File: src/rtl/dice_roller_pkg.sv
// dice_roller_pkg
// Shared definitions for the craps dice roller: roll FSM state encoding,
// the legal die face range and the faces/sum presented out of reset.
package dice_roller_pkg;

  typedef enum logic [1:0] {
    IDLE    = 2'd0,
    ADVANCE = 2'd1,
    SAMPLE  = 2'd2,
    DONE    = 2'd3
  } state_t;

  localparam logic [2:0] DIE_MIN    = 3'd1;
  localparam logic [2:0] DIE_MAX    = 3'd6;
  localparam logic [2:0] FACE_RESET = 3'd1;
  localparam logic [3:0] SUM_RESET  = 4'd2;

endpackage

File: src/rtl/die_field_map.sv
// die_field_map
// Purely combinational view of one 3-bit LFSR field as a die face.
// Ports:
//   i_field    - raw 3-bit field taken from the LFSR state
//   o_in_range - field already is a legal face (1..6)
//   o_face     - the field used directly as a face (meaningful when in range)
//   o_mod_face - (field mod 6) + 1, always a legal face; the fallback mapping
module die_field_map (
  input  logic [2:0] i_field,
  output logic       o_in_range,
  output logic [2:0] o_face,
  output logic [2:0] o_mod_face
);
  import dice_roller_pkg::*;

  // Range check against the die limits, plus a lookup table for the
  // modulo fallback so no divider is inferred.
  always_comb begin
    o_in_range = (i_field >= DIE_MIN) && (i_field <= DIE_MAX);
    o_face     = i_field;
    o_mod_face = FACE_RESET;
    case (i_field)
      3'd0:    o_mod_face = 3'd1;
      3'd1:    o_mod_face = 3'd2;
      3'd2:    o_mod_face = 3'd3;
      3'd3:    o_mod_face = 3'd4;
      3'd4:    o_mod_face = 3'd5;
      3'd5:    o_mod_face = 3'd6;
      3'd6:    o_mod_face = 3'd1;
      default: o_mod_face = 3'd2;
    endcase
  end

endmodule

File: src/rtl/dice_roller.sv
// dice_roller
// Turns the 6-bit LFSR state into two fair die faces and their sum.
// A roll steps the LFSR ADV_STEPS cycles, samples it, rejects out-of-range
// fields and retries; after MAX_RETRY attempts leftover fields are mapped mod 6.
// Ports:
//   clock    - system clock, rising edge
//   rst      - asynchronous active-high reset
//   roll_req - roll button level; a roll starts on its rising edge in IDLE
//   lfsr_q   - LFSR state; die1 field = [2:0], die2 field = [5:3]
//   lfsr_adv - LFSR shift enable, high for every ADVANCE cycle
//   die1     - first die face 1..6
//   die2     - second die face 1..6
//   sum      - die1 + die2, 2..12
//   valid    - one-cycle pulse presenting a new result
//   busy     - high from roll acceptance through the valid cycle
module dice_roller #(
  parameter int ADV_STEPS = 6,
  parameter int MAX_RETRY = 4
) (
  input  logic       clock,
  input  logic       rst,
  input  logic       roll_req,
  input  logic [5:0] lfsr_q,
  output logic       lfsr_adv,
  output logic [2:0] die1,
  output logic [2:0] die2,
  output logic [3:0] sum,
  output logic       valid,
  output logic       busy
);
  import dice_roller_pkg::*;

  localparam int STEP_W  = (ADV_STEPS > 1) ? $clog2(ADV_STEPS) : 1;
  localparam int RETRY_W = (MAX_RETRY > 1) ? $clog2(MAX_RETRY) : 1;

  state_t               r_state;
  state_t               w_next;
  logic                 r_req_d;
  logic [STEP_W-1:0]    r_step;
  logic [RETRY_W-1:0]   r_retry;
  logic                 r_acc1;
  logic                 r_acc2;
  logic [2:0]           r_die1;
  logic [2:0]           r_die2;
  logic [3:0]           r_sum;

  logic                 w_start;
  logic                 w_step_last;
  logic                 w_retry_last;
  logic                 w_in1, w_in2;
  logic [2:0]           w_face1, w_face2;
  logic [2:0]           w_mod1, w_mod2;
  logic                 w_acc1_nxt, w_acc2_nxt;
  logic                 w_both;
  logic [2:0]           w_die1_nxt, w_die2_nxt;

  die_field_map u_map1 (
    .i_field    (lfsr_q[2:0]),
    .o_in_range (w_in1),
    .o_face     (w_face1),
    .o_mod_face (w_mod1)
  );

  die_field_map u_map2 (
    .i_field    (lfsr_q[5:3]),
    .o_in_range (w_in2),
    .o_face     (w_face2),
    .o_mod_face (w_mod2)
  );

  assign w_start      = roll_req && !r_req_d && (r_state == IDLE);
  assign w_step_last  = (r_step == STEP_W'(ADV_STEPS - 1));
  assign w_retry_last = (r_retry == RETRY_W'(MAX_RETRY - 1));

  // Sample-time decision: a field already accepted keeps its face; an
  // unaccepted one takes the direct face if legal, or the mod-6 face when
  // this was the last permitted attempt.
  always_comb begin
    w_acc1_nxt = r_acc1 || w_in1;
    w_acc2_nxt = r_acc2 || w_in2;
    w_both     = w_acc1_nxt && w_acc2_nxt;
    w_die1_nxt = r_die1;
    w_die2_nxt = r_die2;
    if (!r_acc1 && w_in1)
      w_die1_nxt = w_face1;
    else if (!w_acc1_nxt && w_retry_last)
      w_die1_nxt = w_mod1;
    if (!r_acc2 && w_in2)
      w_die2_nxt = w_face2;
    else if (!w_acc2_nxt && w_retry_last)
      w_die2_nxt = w_mod2;
  end

  // State register.
  always_ff @(posedge clock or posedge rst) begin
    if (rst)
      r_state <= IDLE;
    else
      r_state <= w_next;
  end

  // Next-state logic; the LFSR enable, valid and busy decode straight from
  // the state so a reset drops them without waiting for a clock.
  always_comb begin
    w_next   = r_state;
    lfsr_adv = 1'b0;
    valid    = 1'b0;
    busy     = 1'b1;
    case (r_state)
      IDLE: begin
        busy = 1'b0;
        if (w_start)
          w_next = ADVANCE;
      end
      ADVANCE: begin
        lfsr_adv = 1'b1;
        if (w_step_last)
          w_next = SAMPLE;
      end
      SAMPLE: begin
        if (w_both || w_retry_last)
          w_next = DONE;
        else
          w_next = ADVANCE;
      end
      DONE: begin
        valid  = 1'b1;
        w_next = IDLE;
      end
      default: begin
        busy   = 1'b0;
        w_next = IDLE;
      end
    endcase
  end

  // Counters, accepted flags and the result registers. Dice and sum only
  // load in SAMPLE so the sum always matches the dice it is shown with.
  always_ff @(posedge clock or posedge rst) begin
    if (rst) begin
      r_req_d <= 1'b0;
      r_step  <= '0;
      r_retry <= '0;
      r_acc1  <= 1'b0;
      r_acc2  <= 1'b0;
      r_die1  <= FACE_RESET;
      r_die2  <= FACE_RESET;
      r_sum   <= SUM_RESET;
    end else begin
      r_req_d <= roll_req;
      case (r_state)
        IDLE: begin
          if (w_start) begin
            r_acc1  <= 1'b0;
            r_acc2  <= 1'b0;
            r_retry <= '0;
            r_step  <= '0;
          end
        end
        ADVANCE: begin
          r_step <= w_step_last ? '0 : r_step + STEP_W'(1);
        end
        SAMPLE: begin
          r_acc1 <= w_acc1_nxt;
          r_acc2 <= w_acc2_nxt;
          r_die1 <= w_die1_nxt;
          r_die2 <= w_die2_nxt;
          r_sum  <= {1'b0, w_die1_nxt} + {1'b0, w_die2_nxt};
          if (!w_both && !w_retry_last)
            r_retry <= r_retry + RETRY_W'(1);
        end
        default: ;
      endcase
    end
  end

  assign die1 = r_die1;
  assign die2 = r_die2;
  assign sum  = r_sum;

endmodule

File: config.mk
export PLATFORM = sky130hd
export DESIGN_NAME = dice_roller
export DESIGN_NICKNAME = d
export VERILOG_FILES = /design/src/rtl/dice_roller_pkg.sv /design/src/rtl/die_field_map.sv /design/src/rtl/dice_roller.sv
export SDC_FILE = /design/constraint.sdc
export NUM_CORES = 1
export LEC_CHECK = 0
export ABC_AREA = 1
export BUFFER_PORTS_ARGS = -buffer_cell sky130_fd_sc_hd__buf_2
export CORE_MARGIN = 2
export CORE_UTILIZATION = 38
export CTS_CLUSTER_DIAMETER = 100
export DETAILED_ROUTE_END_ITERATION = 10
export PLACE_DENSITY_LB_ADDON = 0.05
export SKIP_LAST_GASP = 1
export SLEW_MARGIN = 10
export SYNTH_ARGS = -nofsm -noshare
export SYNTH_HDL_FRONTEND = slang
export SYNTH_HIERARCHICAL = 1
export SYNTH_SLANG_ARGS = --single-unit
File: constraint.sdc
create_clock -name clock -period 2.2 [get_ports clock]
set_clock_uncertainty 0.1 [all_clocks]
set_input_delay 0.22 -clock clock [delete_from_list [all_inputs] [get_ports clock]]
set_output_delay 0.22 -clock clock [all_outputs]
set_load 0.1 [all_outputs]
# After elaboration in Yosys (flattened, before gate mapping)
# Index checks and enable logic that the tools add are counted.
[classes] n_mux=22 magnitude_cmp=4 n_reduce_logical=31 addsub=3 n_eq_ne=18
[ops] cell="$pmux 3 s5" count=2
[ops] cell="$eq 3x3->1 const B" count=7
[ops] cell="$mux 3" count=6
[ops] cell="$eq 3x2->1 const B" count=4
[ops] cell="$logic_and 1x1->1" count=10
[ops] cell="$mux 2" count=5
[ops] cell="$pmux 2 s4" count=1
[ops] cell="$logic_not 1->1" count=7
[ops] cell="$eq 2x2->1 const B" count=3
[ops] cell="$ge 3x1->1 const B" count=2
[ops] cell="$le 3x3->1 const B" count=2
[ops] cell="$logic_not 3->1" count=2
[ops] cell="$ne 2x2->1 const B" count=3
[ops] cell="$pmux 3 s2" count=1
[ops] cell="$reduce_and 2->1" count=3
[ops] cell="$add 3x3->4" count=1
[ops] cell="$mux 1" count=4
[ops] cell="$pmux 1 s2" count=2
[ops] cell="$pmux 2 s2" count=1
[ops] cell="$reduce_bool 2->1" count=2
[ops] cell="$reduce_or 2->1" count=2
[ops] cell="$add 3x1->3 const B" count=1
[ops] cell="$logic_or 1x1->1" count=3
[ops] cell="$reduce_and 3->1" count=1
[ops] cell="3 further kinds" count=3
[word_totals] out_inout_bits=13 in_bits=9 ff_bits=20 wordCells=87

# Logic depth before layout (Yosys ltp)
[logic_depth] depth_word=8 mapped_depth=13

# By module
# Netlist, hierarchy kept.
[by_module_without_submodules] mod="dice_roller" area_each_um2=1184.9 cells_each=153 n_inst=1
[by_module_without_submodules] mod="die_field_map" area_each_um2=73.8 cells_each=16 n_inst=2

# Worst setup path after synthesis
# Ideal clock, no wire load.
[synth_path] path_type="input to register" start="input lfsr_q[4]" end="register r_sum[2] (netlist: sum[2])" t_required_ns=1.971 arrival_time_ns=1.842 setup_slack_ns=0.129 path_stages=9 setup_ns=0.129 path_buffers=0 cell_sequence="nor2_1 o21ai_0 nand2_1 or2_2 and2_1 ha_1 fa_1 xnor2_1 o21ai_0"
[synth_via] elab_chain_cells=8
[synth_lines] element="start, declared" line_no="dice_roller.sv:23" rtl="input logic [5:0] lfsr_q,"
[synth_lines] element="$ge 3x1->1 / $le 3x3->1 (equally long branches)" line_no="die_field_map.sv:19" rtl="o_in_range = (i_field >= DIE_MIN) && (i_field <= DIE_MAX);"
[synth_lines] element="$logic_and 1x1->1 (*)" line_no="die_field_map.sv:19"
[synth_lines] element="named net w_in2" line_no="dice_roller.sv:50" rtl="logic w_in1, w_in2;"
[synth_lines] element="$logic_or 1x1->1" line_no="dice_roller.sv:80" rtl="w_acc2_nxt = r_acc2 || w_in2;"
[synth_lines] element="$logic_not 1->1" line_no="dice_roller.sv:90" rtl="else if (!w_acc2_nxt && w_retry_last)"
[synth_lines] element="$logic_and 1x1->1" line_no="dice_roller.sv:90"
[synth_lines] element="$mux 3" line_no="dice_roller.sv:90"
[synth_lines] element="$mux 3 (*)" line_no="dice_roller.sv:88" rtl="if (!r_acc2 && w_in2)"
[synth_lines] element="named net w_die2_nxt[0]" line_no="dice_roller.sv:55" rtl="logic [2:0] w_die1_nxt, w_die2_nxt;"
[synth_lines] element="$add 3x3->4 (*)" line_no="dice_roller.sv:168" rtl="r_sum <= {1'b0, w_die1_nxt} + {1'b0, w_die2_nxt};"
[synth_lines] element="end signal, assigned" line_no="dice_roller.sv:168"
[synth_lines] element="end, declared" line_no="dice_roller.sv:45" rtl="logic [3:0] r_sum;"
# Mark *: on every way through the listed nets, which the timed path passes. The rest lies on a longest branch.
# A chain may end at the register's enable or synchronous reset.

# Worst setup path after layout
[layout_path] start="register r_retry[0]" end="register r_sum[2] (netlist: sum[2])"
[layout_via] elab_chain_cells=5
[layout_lines] element="start, declared" line_no="dice_roller.sv:40" rtl="logic [RETRY_W-1:0] r_retry;"
[layout_lines] element="start signal, assigned" line_no="dice_roller.sv:170" rtl="r_retry <= r_retry + RETRY_W'(1);"
[layout_lines] element="$eq 2x2->1" line_no="dice_roller.sv:73" rtl="assign w_retry_last = (r_retry == RETRY_W'(MAX_RETRY - 1));"
[layout_lines] element="$logic_and 1x1->1" line_no="dice_roller.sv:86" rtl="else if (!w_acc1_nxt && w_retry_last)"
[layout_lines] element="$mux 3" line_no="dice_roller.sv:86"
[layout_lines] element="$mux 3" line_no="dice_roller.sv:84" rtl="if (!r_acc1 && w_in1)"
[layout_lines] element="named net w_die1_nxt[0]" line_no="dice_roller.sv:55"
[layout_lines] element="$add 3x3->4" line_no="dice_roller.sv:168"
# The timed path passes the listed nets, and every way through them passes these cells.

==> metrics.csv <==
metric;value;unit
largest net degree at the start of global routing;21;
Die Area;0.00400;mm2
Crit. End Element;register;
Async SR Flop Fraction;100;%
Residual DRC;0;
final setup fails;0;
antenna violations before repair;0;
Syn-to-layout area delta;21.7;%
Post-Syn Nets;199;
CP Launch Type;register;
Final nets;235;
status;finished clean;
Final min period;2.11;ns
number of buffers and inverters on the critical path;0;
critical path class;reg -> reg;
I/O pins;22;
count leader, synth;nand2_1;
Worst-path clk slew;0.12;ns
I/O Buffers;21;
antenna fix cells;0;
area share of the largest cell type after synthesis;31.9;%
worst path cell trace;ha_4 -> nand2_1 -> nand2_1 -> nand3_1 -> and2_1 -> ha_1 -> fa_1 -> xnor2_1 -> o21ai_0;
synth warn;6;
CP arrival;2.23;ns
fraction of layout cells with a size suffix above 1;25.5;%
Starting Density;39.6;%
CP Data Required Time;2.32;ns
global route overflow;0;
final setup TNS;0;ns
1st-pass router iterations;4;
Chip Height;63.2;um
gr usage total;15.7;%
routed len/inst;10.5;um
Met3 Routed Length;72;um
routed metal-1 wirelength;1340;um
Clock Latency Late Sink;0.30;ns
detailed placer's ending HPWL;2180;um
Min-Delay Path Class;in -> reg;
Crit-path slowest cell;dfrtp_1;
CTS tree;built;
f_max;0.474;GHz
Mapped Cells;185;
CP max stage delay;0.41;ns
final worst-path cycle share;95.8;%
delay-heaviest family, CP;adder cells;
Routed WL;2780;um
Worst-Margin Slew;0.766;ns
Post-synth top cells;nand2_1, nand3_1, inv_1;
fin. max-slew vios;0;
sequential area share after synthesis;37.8;%
CTS buffer count;3;
Root Driver;clkbuf_4;
initial DRC count;45;
Area contributors post-synth;dfrtp_1, nand2_1, nand3_1;
Fill cells;363;
core area;0.00336;mm2
Hold Fails Final Rpt;0;
vias in the first global route;1208;
# Max-Cap Violations;0;
Crit Path Max Fanout;9;
Die W;63.2;um
met2 routed WL;1360;um
Yosys top cell by area;dfrtp_1;
RSZ-0062 raised after global routing;false;
vias per cell;4.56;
Top Layer Used;met4;
Mean Syn Cell Area;7.20;um2
post-route ant nets;0;
GPL Wtd Cong;0.812;
num rows;21;
final hold slack;0.226;ns
Most common cell on crit path;nand2_1;
largest buffer count on any clock path;2;
Clock Sinks;20;
prevailing post-synth register cell;dfrtp_1;
synthesized area;0.00133;mm2
H-tree levels;1;
post-synthesis register bit count;20;
Distinct cells, synth;28;
Rel. slew slack;48.9;%
number of flops mapped to enable cells by yosys;0;
first-pass GRT wire length;5050;um
total number of vias;1214;
[cell usage in the layout, fill, tap and decap left out, drive strengths merged]
master / count
nand3: 24
nand4: 4
o21ai: 6
mux2i: 1
a21oi: 3
fa: 1
clkbuf: 4
and2: 5
ha: 4
dfstp: 3
dlygate4sd3: 2
dfrtp: 17
nor2: 10
o22ai: 2
or2: 5
buf: 38
xnor2: 1
clkinv: 1
inv: 25
a21o: 1
nand2: 63
[tightest hold or removal path: cells and delay by family]
family / cells / cell delay (ns)
compound gates: 1 / 0.09
simple gates: 2 / 0.11
buf+inv: 2 / 0.17
[final timing paths]
check / start / to / slack, ns / cells after the start
setup reg to reg: r_retry[0] / sum[2] / 0.09 / 9
max in group asynchronous: rst / sum[3] / 1.03 / 3
hold / removal: lfsr_q[5] / register / 0.23 / 5
min in group asynchronous: rst / r_state[0] / 0.49 / 3
setup / recovery: r_retry[0] / sum[2] / 0.09 / 9
hold reg to reg: sum[1] / sum[1] / 0.37 / 2
[routing by layer]
| metal | up-vias | GRT usage, % |
|---|---|---|
| met4 | 0 | 5.71 |
| li1 | 646 | - |
| met5 | - | 0 |
| met1 | 551 | 19.4 |
| met3 | 2 | 2.14 |
| met2 | 15 | 27.9 |
[flip-flops by register name (all words and copies together) (netlist names), named ones only]
register / count
sum: 4
r_acc2: 1
r_acc1: 1
die2: 2
r_retry: 2
r_step: 3
r_req_d: 1
r_state: 2
die1: 3
[what timing repair did]
action,in CTS,in global routing
resized for setup,1,2
hold buffers,2,0
cloned,0,0
hold endpoints to repair,18,0
endpoints found under the setup margin,3,3
buffers inserted,0,0
[stage by stage]
step,utilization (%),std cells,area (um2),setup slack (ns)
floorplan,-,185,1330,0.129
global placement,46.1,260,1550,-0.0739
detailed placement,46.1,260,1550,-0.0953
CTS,47.8,266,1610,0.0328
global route,48.2,266,1620,0.0117
finish,48.2,266,1620,0.0918
[final cells by class]
class	count	area, um2	area share (%)
multi-input cells	130	672	41.4
flip-flops and latches	20	504	31.1
well taps	46	57.6	3.55
clock buffers	4	36.3	2.24
inverters	26	98.8	6.10
repair buffers	40	253	15.6
[logic make-up after synthesis]
logic type	after synthesis	synth area share, %
muxes	1	0.751
buffers and inverters	35	12.9
and+or+nand+nor	111	37.5
AOI/OAI and AO/OA	12	5.16
DFF	20	37.8
adders and majority gates	5	5.26
xor gates and xnor gates	1	0.657
Power is left out: the tool's default activity adds up to more than one toggle a clock period on the data nets, which glitch-free logic cannot reach.
